[config.mk]
export PLATFORM = sky130hd
export DESIGN_NAME = regfile_wb_arbiter
export DESIGN_NICKNAME = d
export VERILOG_FILES = /design/src/rtl/wb_pkg.sv /design/src/rtl/regfile_wb_arbiter.sv
export SDC_FILE = /design/constraint.sdc
export NUM_CORES = 1
export LEC_CHECK = 0
export ABC_CLOCK_PERIOD_IN_PS = 1300
export CORE_MARGIN = 5
export CORE_UTILIZATION = 35
export CTS_BUF_LIST = sky130_fd_sc_hd__clkbuf_2 sky130_fd_sc_hd__clkbuf_4 sky130_fd_sc_hd__clkbuf_8
export CTS_CLUSTER_DIAMETER = 40
export CTS_CLUSTER_SIZE = 25
export DETAILED_ROUTE_END_ITERATION = 7
export MAX_ROUTING_LAYER = met4
export PLACE_DENSITY = 0.77
export SYNTH_ARGS = -nofsm -noshare
export SYNTH_HDL_FRONTEND = slang
export SYNTH_SLANG_ARGS = --single-unit
[constraint.sdc]
create_clock -name clk -period 1.3 [get_ports clk]
set_clock_uncertainty 0.1 [all_clocks]
set_input_delay 0.13 -clock clk [delete_from_list [all_inputs] [get_ports clk]]
set_output_delay 0.13 -clock clk [all_outputs]
set_load 0.02 [all_outputs]
[src/rtl/wb_pkg.sv]
// Shared definitions for the register-file writeback arbiter.
//   XLEN           : data path width
//   REG_IDX_W      : register index width
//   wb_arb_state_t : arbiter FSM states
package wb_pkg;

  localparam int XLEN      = 32;
  localparam int REG_IDX_W = 5;

  typedef enum logic {
    LSU_PRIO  = 1'b0,
    ALU_FORCE = 1'b1
  } wb_arb_state_t;

endpackage

[src/rtl/regfile_wb_arbiter.sv]
// Two-requester writeback arbiter in front of a single register-file write port.
// The LSU normally has priority. After STARVE_LIMIT consecutive cycles in which
// the ALU was waiting and lost, the ALU is guaranteed the next grant.
//
// Ports
//   clk                      : clock, rising edge
//   reset                    : asynchronous reset, active low
//   alu_valid/rd_idx/rd_data : ALU writeback request (held until alu_ready)
//   alu_ready                : ALU request accepted this cycle
//   lsu_valid/rd_idx/rd_data : LSU writeback request (held until lsu_ready)
//   lsu_ready                : LSU request accepted this cycle
//   wb_we/rd_idx/rd_data     : registered register-file write, one cycle after the transfer
//   alu_starved              : high while the ALU is being forced through
//
// State      | meaning
// -----------+---------------------------------------------------------
// LSU_PRIO   | normal operation, LSU wins when both request
// ALU_FORCE  | ALU lost STARVE_LIMIT cycles in a row, ALU wins next
module regfile_wb_arbiter
  import wb_pkg::*;
#(
  parameter int STARVE_LIMIT = 4
) (
  input  logic                 clk,
  input  logic                 reset,
  input  logic                 alu_valid,
  input  logic [REG_IDX_W-1:0] alu_rd_idx,
  input  logic [XLEN-1:0]      alu_rd_data,
  output logic                 alu_ready,
  input  logic                 lsu_valid,
  input  logic [REG_IDX_W-1:0] lsu_rd_idx,
  input  logic [XLEN-1:0]      lsu_rd_data,
  output logic                 lsu_ready,
  output logic                 wb_we,
  output logic [REG_IDX_W-1:0] wb_rd_idx,
  output logic [XLEN-1:0]      wb_rd_data,
  output logic                 alu_starved
);

  localparam int CNT_W = (STARVE_LIMIT < 1) ? 1 : $clog2(STARVE_LIMIT + 1);
  localparam logic [CNT_W-1:0] LIMIT_C = CNT_W'(STARVE_LIMIT);

  wb_arb_state_t   state, state_nxt;
  logic [CNT_W-1:0] starve_cnt, starve_cnt_nxt;
  logic             alu_xfer, lsu_xfer;

  // Grant. Reset is low-active; gating on it keeps both readys low while
  // reset is held, independent of the register contents.
  always_comb begin
    alu_ready = 1'b0;
    lsu_ready = 1'b0;
    if (reset) begin
      if (state == LSU_PRIO) begin
        if (lsu_valid)      lsu_ready = 1'b1;
        else if (alu_valid) alu_ready = 1'b1;
      end else begin
        if (alu_valid)      alu_ready = 1'b1;
        else if (lsu_valid) lsu_ready = 1'b1;
      end
    end
  end

  assign alu_xfer    = alu_valid & alu_ready;
  assign lsu_xfer    = lsu_valid & lsu_ready;
  assign alu_starved = (state == ALU_FORCE);

  // Next state and starvation count. The count only tracks an unbroken run
  // of ALU losses; any idle ALU cycle or ALU win restarts it.
  always_comb begin
    starve_cnt_nxt = starve_cnt;
    state_nxt      = state;
    if (!alu_valid || alu_ready)  starve_cnt_nxt = '0;
    else if (starve_cnt != LIMIT_C) starve_cnt_nxt = starve_cnt + CNT_W'(1);
    unique case (state)
      LSU_PRIO:  if (starve_cnt_nxt == LIMIT_C)  state_nxt = ALU_FORCE;
      ALU_FORCE: if (!alu_valid || alu_ready)    state_nxt = LSU_PRIO;
      default:                                   state_nxt = LSU_PRIO;
    endcase
  end

  always_ff @(posedge clk or negedge reset) begin
    if (!reset) begin
      state      <= LSU_PRIO;
      starve_cnt <= '0;
    end else begin
      state      <= state_nxt;
      starve_cnt <= starve_cnt_nxt;
    end
  end

  // Registered write stage. Writes to x0 are accepted upstream but never
  // raise the enable; index/data hold between transfers.
  always_ff @(posedge clk or negedge reset) begin
    if (!reset) begin
      wb_we      <= 1'b0;
      wb_rd_idx  <= '0;
      wb_rd_data <= '0;
    end else if (alu_xfer) begin
      wb_we      <= (alu_rd_idx != '0);
      wb_rd_idx  <= alu_rd_idx;
      wb_rd_data <= alu_rd_data;
    end else if (lsu_xfer) begin
      wb_we      <= (lsu_rd_idx != '0);
      wb_rd_idx  <= lsu_rd_idx;
      wb_rd_data <= lsu_rd_data;
    end else begin
      wb_we      <= 1'b0;
    end
  end

endmodule
==> results by group, run 1 <==
Status
  • Outcome: complete, but fails checks
  • Failing checks: setup timing

Finish
  • Nets: 375
  • Fillers: 457
  • Commonest non-fill, non-tap cell in the layout: clkdlybuf4s50_1
  • Area grow syn2layout: 75.9%
  • Most frequent cells in the layout: 75 x clkdlybuf4s50_1, 41 x dfrtp_1, 38 x dlygate4sd2_1, 32 x nand2b_1, 29 x o221a_2
  • Final non-filler cell total: 368
  • Ant. Diodes: 0
  • Layout cell share with drive strength beyond 1: 0.250

Detailed routing
  • Drt drc: 0
  • DR WL/cell: 16.6 um
  • DR vias: 1830
  • Antenna Nets Post-Route: 0
  • Drt initial violations: 49
  • Detailed Route WL: 6110 um
  • Vias per cell: 4.97
  • 1st-pass router iterations: 4

Clock tree
  • CTS tree: yes
  • Clock Sinks: 42
  • Worst-path clk slew: 0.08 ns
  • Total CTS buffers: 5
  • Clk buf depth: 2
  • Worst-skew pair later-pin latency: 0.28 ns
  • Setup bufs post-CTS: 0
  • CTS Root Cell: clkbuf_8
  • H-tree depth: 2

Worst hold path
  • Class of the worst hold path: in -> async

Synth
  • #FFs+latches synth: 42
  • Syn Nets: 236
  • Mean Syn Cell Area: 12.6 um^2
  • Synth area leaders: dfrtp_1 54%, o221a_2 17%, nand2b_1 11%
  • Cell taking the most area after synthesis: dfrtp_1
  • Asr flop ratio synth: 1.00
  • Synth Cell Area: 1960 um^2
  • Post-synth EDFFs: 0
  • Synth top area share: 0.536
  • Register area share after synthesis: 0.536
  • Synth Instances: 156
  • Primary FF master, synth: dfrtp_1
  • Syn. warnings: 0
  • Yosys cell types: 23

STA
  • Min cycle time layout: 1.35 ns
  • Fin. Hold Viols: 0
  • Setup ws final: -0.0462 ns
  • Unrepaired setup endpoints after global routing: yes
  • Final Setup Violations: 39
  • Peak Freq: 0.743 GHz
  • Least-Margin Pin Slew: 0.445 ns
  • Slew Viols, Final: 0
  • Relative slew slack: 0.702
  • Period utilisation layout: 1.04

Power and ir drop
  • NetSw: 1.00 mW
  • Reg power frac: 0.440
  • Maximum VDD drop: 0.423 mV
  • Logic pwr share: 0.325
  • Switch share: 0.287
  • Clk pwr share: 0.235
  • LEAKAGE: 1.45 nW
  • Internal Power: 2.49 mW
  • Power per cell area: 1010 nW/um^2

Floorplan
  • Initial Util: 0.358
  • I/O pin count: 119
  • Core area: 5470 um^2
  • Die Wd: 84.8 um
  • Chip Height: 84.8 um
  • Die area: 7190 um^2
  • Core Rows: 27

Setup path
  • WP data arrival: 1.42 ns
  • Reg2reg start: alu_starved
  • CP max FO: 20
  • Worst path required time: 1.37 ns
  • Reg2reg path depth: 4
  • Max incr delay on CP: 0.39 ns
  • R2R Path End: wb_rd_idx[4]
  • CP Cell Sequence: nand2b_4, nand3_4, buf_4, o221a_2
  • CP startpoint kind: flip-flop
  • Endpoint class of the critical path: flip-flop
  • R2r setup slk: -0.05 ns
  • Worst setup path category: reg -> reg
  • Worst path slowest cell: dfrtp_2

Global route
  • Gr usage total: 0.178
  • Congestion Overflow GR: 0
  • Initial antenna violation count: 0
  • Vias in the first global route: 1952
  • Largest net degree at the start of global routing: 39
  • First-pass GRT wire length: 9970 um

Placed design
  • Final Wtd Congestion: 0.768
  • Worst slack, placed: -0.484 ns
  • Count of buffers from port buffering: 118
  • Final HPWL DP: 4700 um
  • Placed cells: 357

Job
  • Max-cap violations: 0
-- what timing repair did --
| item | CTS | global route |
|---|---|---|
| gates resized for setup | 61 | 2 |
| pin swaps | 1 | 1 |
| setup endpoints to repair | 80 | 43 |
| cloned | 0 | 0 |
| hold buffers | 3 | 0 |
| hold endpoints to repair | 42 | 0 |
-- synth_stat cells, types with 2 or more instances --
cell type and number:
nand3_1 2, dfrtp_1 42, o221a_2 29, nor2_1 3
nand3b_1 2, nand2b_1 33, or4_1 2, nand2_1 4
or2b_1 6, o221a_1 8, ha_1 2, buf_2 7
buf_4 3, inv_1 4
-- per-stage QoR --
step	power, mW	hold slack, ns	area, um^2	setup TNS [ns]	utilization
2_1_floorplan	2.10	-0.266	1990	-0.360	-
3_3_place_gp	2.79	0.0445	3360	-15.87	0.613
3_5_place_dp	2.80	0.0394	3360	-16.87	0.613
4_1_cts	3.55	0.344	3440	-1.33	0.629
5_1_grt	3.69	0.359	3450	-3.34	0.630
6_report	3.49	0.368	3450	-0.946	0.630
-- power groups by stage --
stage / logic [mW] / registers (mW) / clock network, mW
6_report: 1.13 / 1.53 / 0.821
5_1_grt: 1.21 / 1.56 / 0.917
4_1_cts: 1.15 / 1.54 / 0.859
3_5_place_dp: 1.24 / 1.56 / 0
3_3_place_gp: 1.23 / 1.56 / 0
2_1_floorplan: 0.340 / 1.76 / 0
-- worst max path at each step --
stage	startpoint	endpoint	cells past startpoint
after floorplan	alu_starved	wb_rd_data[0]	5
after global placement	lsu_valid	alu_ready	5
after detailed placement	lsu_valid	alu_ready	5
after CTS	alu_starved	alu_ready	4
after global routing	alu_starved	alu_ready	4
final	alu_starved	wb_rd_idx[4]	4
-- final cells by class --
class	count	area [um^2]	share of cell area
multi-input combinational	99	860	0.249
clock buffer	6	76.3	0.0221
clock inverter	2	10.0	0.00290
tap	72	90.1	0.0261
timing repair buffer	143	1340	0.390
inverter	4	15.0	0.00436
sequential	42	1050	0.305
-- cell families (layout without fill, tap and decap cells) --
logic type | after synthesis | in the layout | synth area share
and+or+nand+nor | 54 | 54 | 0.170
AOI/OAI and AO/OA | 43 | 43 | 0.238
DFF | 42 | 42 | 0.536
buffers and inverters | 15 | 155 | 0.0428
adders and majority gates | 2 | 2 | 0.0128
-- state kept, by name, indices dropped and copies added, names as in the netlist --
register,count
alu_starved,1
starve_cnt,3
wb_rd_data,32
wb_rd_idx,5
wb_we,1
-- critical path, delay by kind of cell, from the launching register on --
kind | cells | cell delay [ns]
simple gates | 2 | 0.21
flops | 1 | 0.39
buf+inv | 1 | 0.22
compound gates | 1 | 0.29
-- per-layer routing --
metal / track usage / part of all wire / vias to the layer above
li1: - / - / 873
met1: 0.230 / 0.44 / 863
met2: 0.282 / 0.48 / 82
met3: 0.0466 / 0.061 / 12
met4: 0.0417 / 0.018 / 0
met5: - / 0 / -
No activity file was read; power rests on OpenSTA's default activity.
==> run 2, diff against run 1 <==
--- a/config.mk
+++ b/config.mk
@@ -13,7 +13,7 @@
 export CTS_CLUSTER_SIZE = 25
 export DETAILED_ROUTE_END_ITERATION = 7
 export MAX_ROUTING_LAYER = met4
-export PLACE_DENSITY = 0.77
+export PLACE_DENSITY = 0.82
 export SYNTH_ARGS = -nofsm -noshare
 export SYNTH_HDL_FRONTEND = slang
 export SYNTH_SLANG_ARGS = --single-unit
==> run 2 against run 1 <==
The run still ends with setup timing left. Routed wire length rose by 0.51%. Cell count decreased by 0.27%. Core utilization up 2.1 points. Global-route usage down 0.35 points. Design area increased by 3.3%. Die area stayed put. Sequential cell count stayed put. Worst setup slack lost 0.014 ns. Critical path type unchanged. Critical endpoint is now wb_rd_idx[1]. Largest cell class unchanged. Highest routed layer unchanged.
==> results by group, run 2 (synthesis gave the netlist of run 1 again) <==
Detailed routing
  • Vias per cell: 4.99
  • Drt initial violations: 64
  • 1st-pass router iterations: 4
  • Drt drc: 0
  • Antenna Nets Post-Route: 0
  • DR vias: 1833
  • DR WL/cell: 16.7 um
  • Detailed Route WL: 6150 um

Power and ir drop
  • Power per cell area: 1010 nW/um^2
  • Overall Power: 3.60 mW
  • LEAKAGE: 1.48 nW
  • Maximum VDD drop: 0.658 mV

Finish
  • Sequential cell area: 1050 um^2
  • Area of the multi-input gates: 937 um^2
  • Layout cell share with drive strength beyond 1: 0.245
  • Commonest non-fill, non-tap cell in the layout: clkdlybuf4s50_1
  • Core Util, Final: 0.651
  • Largest register by flop count: wb_rd_data
  • Max reg flops: 32
  • Top flop regs: wb_rd_data: 32 flops, wb_rd_idx: 5 flops, starve_cnt: 3 flops
  • Area grow syn2layout: 81.8%
  • Fillers: 455
  • Nets: 373
  • Most frequent cells in the layout: 74 x clkdlybuf4s50_1, 41 x dfrtp_1, 39 x dlygate4sd2_1, 32 x nand2b_1, 21 x o221a_2
  • Finished Cell Area: 3560 um^2

Setup path
  • Worst setup path category: reg -> reg
  • CP max FO: 22
  • Critical path startpoint: alu_starved
  • Endpoint class of the critical path: flip-flop
  • WP data arrival: 1.44 ns
  • CP startpoint kind: flip-flop
  • Worst path required time: 1.38 ns
  • Reg2reg start: alu_starved

Global route
  • Gr usage total: 0.175
  • Initial antenna violation count: 1
  • Vias in the first global route: 1942
  • Congestion Overflow GR: 0
  • First-pass GRT wire length: 9780 um
  • Largest net degree at the start of global routing: 39

Clock tree
  • H-tree depth: 2
  • Clk buf depth: 2
  • Worst-skew pair later-pin latency: 0.28 ns
  • Clock Sinks: 42
  • Setup bufs post-CTS: 0
  • Total CTS buffers: 5
  • Worst-path clk slew: 0.08 ns
  • CTS Root Cell: clkbuf_8
  • CTS tree: yes

Placed design
  • Placed cell area: 3370 um^2
  • Final HPWL DP: 4550 um
  • Count of buffers from port buffering: 118
  • Final Wtd Congestion: 0.847

Status
  • Outcome: complete, but fails checks
  • Failing checks: setup timing

STA
  • Worst hold margin: 0.353 ns
  • Min cycle time layout: 1.36 ns
  • Fin. Hold Viols: 0
  • Relative slew slack: 0.787
  • Final Setup Violations: 38
  • Least-Margin Pin Slew: 0.320 ns
  • Unrepaired setup endpoints after global routing: yes
  • Setup ws final: -0.0599 ns
  • Period utilisation layout: 1.05
  • Slew Viols, Final: 0
  • Peak Freq: 0.735 GHz

Floorplan
  • Chip Height: 84.8 um
  • Die area: 7190 um^2
  • Core Rows: 27
  • Initial Util: 0.358
  • I/O pin count: 119
  • Core area: 5470 um^2
  • Die Wd: 84.8 um

Worst hold path
  • Class of the worst hold path: in -> async

Job
  • Max-cap violations: 0
## run 2: path summary, 6_finish.rpt
check / slack, ns / depth (start not counted) / endpoint
worst max-delay path: -0.06 / 5 / wb_rd_idx[1]
worst min-delay path: 0.35 / 3 / wb_rd_idx[3]
worst max register to register: -0.06 / 5 / wb_rd_idx[1]
worst min register to register: 0.51 / 1 / starve_cnt[2]
max in group asynchronous: 0.45 / 4 / alu_starved
min in group clk: 0.37 / 5 / wb_we
## run 2: per-stage QoR
stage / setup WS, ns / TNS [ns] / std cells
finish: -0.0599 / -1.63 / 367
global route: -0.0963 / -3.15 / 367
CTS: -0.0720 / -2.05 / 366
detailed placement: -0.471 / -17.98 / 356
global placement: -0.455 / -16.61 / 356
floorplan: -0.0450 / -0.360 / 156
## run 2: where the power goes
part	switching [mW]	leakage [nW]	internal [mW]	total (mW)
registers	0.0768	0.472	1.46	1.54
clock network	0.414	0.0517	0.449	0.863
logic	0.522	0.960	0.669	1.19
## run 2: worst max-delay path: stages, from the launching register on
cell and delay [ns]:
dfrtp_2 0.37, nand2b_4 0.14, nand3_4 0.07, buf_6 0.15, buf_12 0.15, o221a_2 0.27
## run 2: per-layer routing
layer,track usage,share of wire,up-vias
li1,-,-,871
met1,0.231,0.44,880
met5,-,0,-
met2,0.279,0.48,77
met4,0.0388,0.0068,0
met3,0.0340,0.067,5
## run 2: area by class of cell
cell class,instances,area share
inverter,4,0.00421
tap,72,0.0253
clock buffer,7,0.0253
clock inverter,1,0.00140
antenna,1,0.000702
multi-input combinational,99,0.263
timing repair buffer,141,0.385
sequential,42,0.295
## run 2: timing repair
| action | 4_1_cts | 5_1_grt |
|---|---|---|
| resized for setup | 60 | 17 |
| cloned | 0 | 0 |
| endpoints found under the hold margin | 42 | 0 |
| pin swaps | 0 | 3 |
| setup endpoints to repair | 80 | 42 |
| hold buffers | 2 | 0 |
==> run 3, diff against run 2 <==
--- a/config.mk
+++ b/config.mk
@@ -13,7 +13,8 @@
 export CTS_CLUSTER_SIZE = 25
 export DETAILED_ROUTE_END_ITERATION = 7
 export MAX_ROUTING_LAYER = met4
-export PLACE_DENSITY = 0.82
+export PLACE_DENSITY_LB_ADDON = 0.12
+export SLEW_MARGIN = 5
 export SYNTH_ARGS = -nofsm -noshare
 export SYNTH_HDL_FRONTEND = slang
 export SYNTH_SLANG_ARGS = --single-unit
==> run 3 against run 2 <==
The run still ends with setup timing left. Die area unchanged. Sequential power is essentially flat. Global-route usage rose by 1.1 points. Cell count up 0.82%. Sequential share of layout area shrank 0.11 points. Worst setup slack got worse by 0.011 ns. Critical path type unchanged.
==> results by group, run 3 (synthesis gave the netlist of run 1 again) <==
Status
  • Outcome: complete, but fails checks
  • Failing checks: setup timing

Placed design
  • Placed cell area: 3400 um^2
  • Count of buffers from port buffering: 118
  • Final Wtd Congestion: 0.815
  • Final HPWL DP: 4600 um

Setup path
  • Worst path slowest cell: dfrtp_2
  • Reg2reg start: alu_starved
  • Worst Setup EP: wb_rd_idx[2]
  • CP startpoint kind: flip-flop
  • Max incr delay on CP: 0.39 ns
  • R2R Path End: wb_rd_idx[2]
  • WP data arrival: 1.45 ns
  • WP depth: 5
  • Critical path startpoint: alu_starved
  • Reg2reg path depth: 5
  • Worst setup path category: reg -> reg
  • R2r setup slk: -0.07 ns
  • Delay-heaviest family, CP: flip-flops
  • CP Cell Sequence: nand2b_4, nand3_4, buf_6, buf_12, o221a_2
  • Worst path required time: 1.38 ns
  • CP max FO: 21
  • Buf+Inv Stages, Crit Path: 2
  • Endpoint class of the critical path: flip-flop

STA
  • Min cycle time layout: 1.37 ns
  • Fin. Hold Viols: 0
  • Setup ws final: -0.0712 ns
  • Slew Viols, Final: 0
  • Unrepaired setup endpoints after global routing: yes
  • Peak Freq: 0.729 GHz
  • Final Setup Violations: 39
  • Relative slew slack: 0.775
  • Least-Margin Pin Slew: 0.338 ns
  • Final setup TNS: -2.19 ns
  • Period utilisation layout: 1.05

Power and ir drop
  • Switch share: 0.290
  • Logic pwr share: 0.330
  • Clk pwr share: 0.247
  • Reg power frac: 0.422
  • Maximum VDD drop: 0.562 mV
  • NetSw: 1.05 mW
  • Overall Power: 3.64 mW
  • LEAKAGE: 1.50 nW
  • Power per cell area: 1020 nW/um^2
  • Internal Power: 2.58 mW

Finish
  • Layout cell share with drive strength beyond 1: 0.255
  • Largest register by flop count: wb_rd_data
  • Top flop regs: wb_rd_data: 32 flops, wb_rd_idx: 5 flops, starve_cnt: 3 flops
  • Commonest non-fill, non-tap cell in the layout: clkdlybuf4s50_1
  • Core Util, Final: 0.653
  • Finished Cell Area: 3580 um^2
  • Ant. Diodes: 0
  • Area grow syn2layout: 82.5%
  • Nets: 377
  • Fillers: 455
  • Sequential cell area: 1050 um^2
  • Most frequent cells in the layout: 74 x clkdlybuf4s50_1, 41 x dfrtp_1, 40 x dlygate4sd2_1, 32 x nand2b_1, 22 x o221a_2
  • Max reg flops: 32
  • Area of the multi-input gates: 936 um^2

Global route
  • Congestion Overflow GR: 0
  • First-pass GRT wire length: 10300 um
  • Top Usage Layer GRT: met2
  • GR Util met3: 0.0437
  • Vias in the first global route: 1998
  • Gr usage total: 0.185
  • Largest net degree at the start of global routing: 39
  • Met1 GRT Util: 0.245
  • Initial antenna violation count: 0
  • GRT met2 Usage: 0.290

Clock tree
  • Setup bufs post-CTS: 0
  • Worst-skew pair later-pin latency: 0.29 ns
  • CTS Root Cell: clkbuf_8
  • Total CTS buffers: 5
  • Clock Sinks: 42
  • CTS tree: yes
  • H-tree depth: 2
  • Clk buf depth: 2
  • Worst-path clk slew: 0.08 ns

Detailed routing
  • Detailed Route WL: 6490 um
  • Antenna Nets Post-Route: 0
  • Vias per cell: 4.98
  • DR WL/cell: 17.5 um
  • Drt drc: 0
  • 1st-pass router iterations: 4
  • DR vias: 1841
  • Drt initial violations: 114

Floorplan
  • Initial Util: 0.358
  • I/O pin count: 119
  • Die area: 7190 um^2
  • Core area: 5470 um^2
  • Die Wd: 84.8 um
  • Core Rows: 27
  • Chip Height: 84.8 um

Job
  • Max-cap violations: 0

Worst hold path
  • Class of the worst hold path: in -> async
==> run 3: cell types whose count changed in the layout (fill, tap and decap cells not counted), sizes merged <==
cell | before | now
diode | 1 | 0
dlygate4sd3 | 2 | 3
dlymetal6s2s | 1 | 0
dlygate4sd2 | 39 | 40
buf | 25 | 28
==> run 3: worst min-delay path by stage <==
stage / depth (start not counted) / slack (ns) / startpoint / endpoint
after floorplan: 0 / -0.27 / reset / alu_starved
after global placement: 2 / 0.06 / reset / starve_cnt[0]
final: 3 / 0.32 / reset / starve_cnt[0]
after detailed placement: 2 / 0.04 / reset / wb_rd_data[15]
after global routing: 3 / 0.34 / reset / wb_rd_data[15]
after CTS: 3 / 0.32 / reset / wb_rd_data[15]
==> run 3: final cells by class <==
class / instances / share of cell area
Clock buffer: 7 / 0.0252
Clock inverter: 1 / 0.00140
Inverter: 4 / 0.00420
Multi-Input combinational cell: 99 / 0.262
Sequential cell: 42 / 0.294
Tap cell: 72 / 0.0252
Timing Repair Buffer: 145 / 0.388
==> run 3: timing repair <==
item                                    CTS  global route
pin swaps                                 1             0
endpoints found under the setup margin   80            43
resized for setup                        70             6
endpoints found under the hold margin    42             0
hold buffers                              3             0
==> run 3: power by group through the flow <==
stage | clock (mW) | sequential, mW | combinational (mW)
3_5_place_dp | 0 | 1.56 | 1.26
4_1_cts | 0.924 | 1.54 | 1.20
6_report | 0.900 | 1.54 | 1.20
5_1_grt | 0.985 | 1.56 | 1.28
2_1_floorplan | 0 | 1.76 | 0.340
3_3_place_gp | 0 | 1.56 | 1.25
==> run 3: per-layer routing <==
layer / routed length, um / part of all wire
met1: 2990 / 0.46
met3: 398 / 0.061
met5: 0 / 0
met4: 21 / 0.0032
met2: 3080 / 0.47
==> run 3: worst register-to-register path, delay by kind of cell, from the launching register on <==
kind / cells / cell delay, ns
AO/OA/AOI/OAI: 1 / 0.28
buffers and inverters: 2 / 0.29
flip-flops: 1 / 0.39
AND/OR/NAND/NOR: 2 / 0.21
==> run 3: per-stage QoR <==
step	cells	setup slack [ns]	hold slack (ns)
finish	370	-0.0712	0.321
global route	370	-0.117	0.338
CTS	370	-0.0783	0.323
detailed placement	359	-0.438	0.0369
global placement	359	-0.422	0.0622
floorplan	156	-0.0450	-0.266
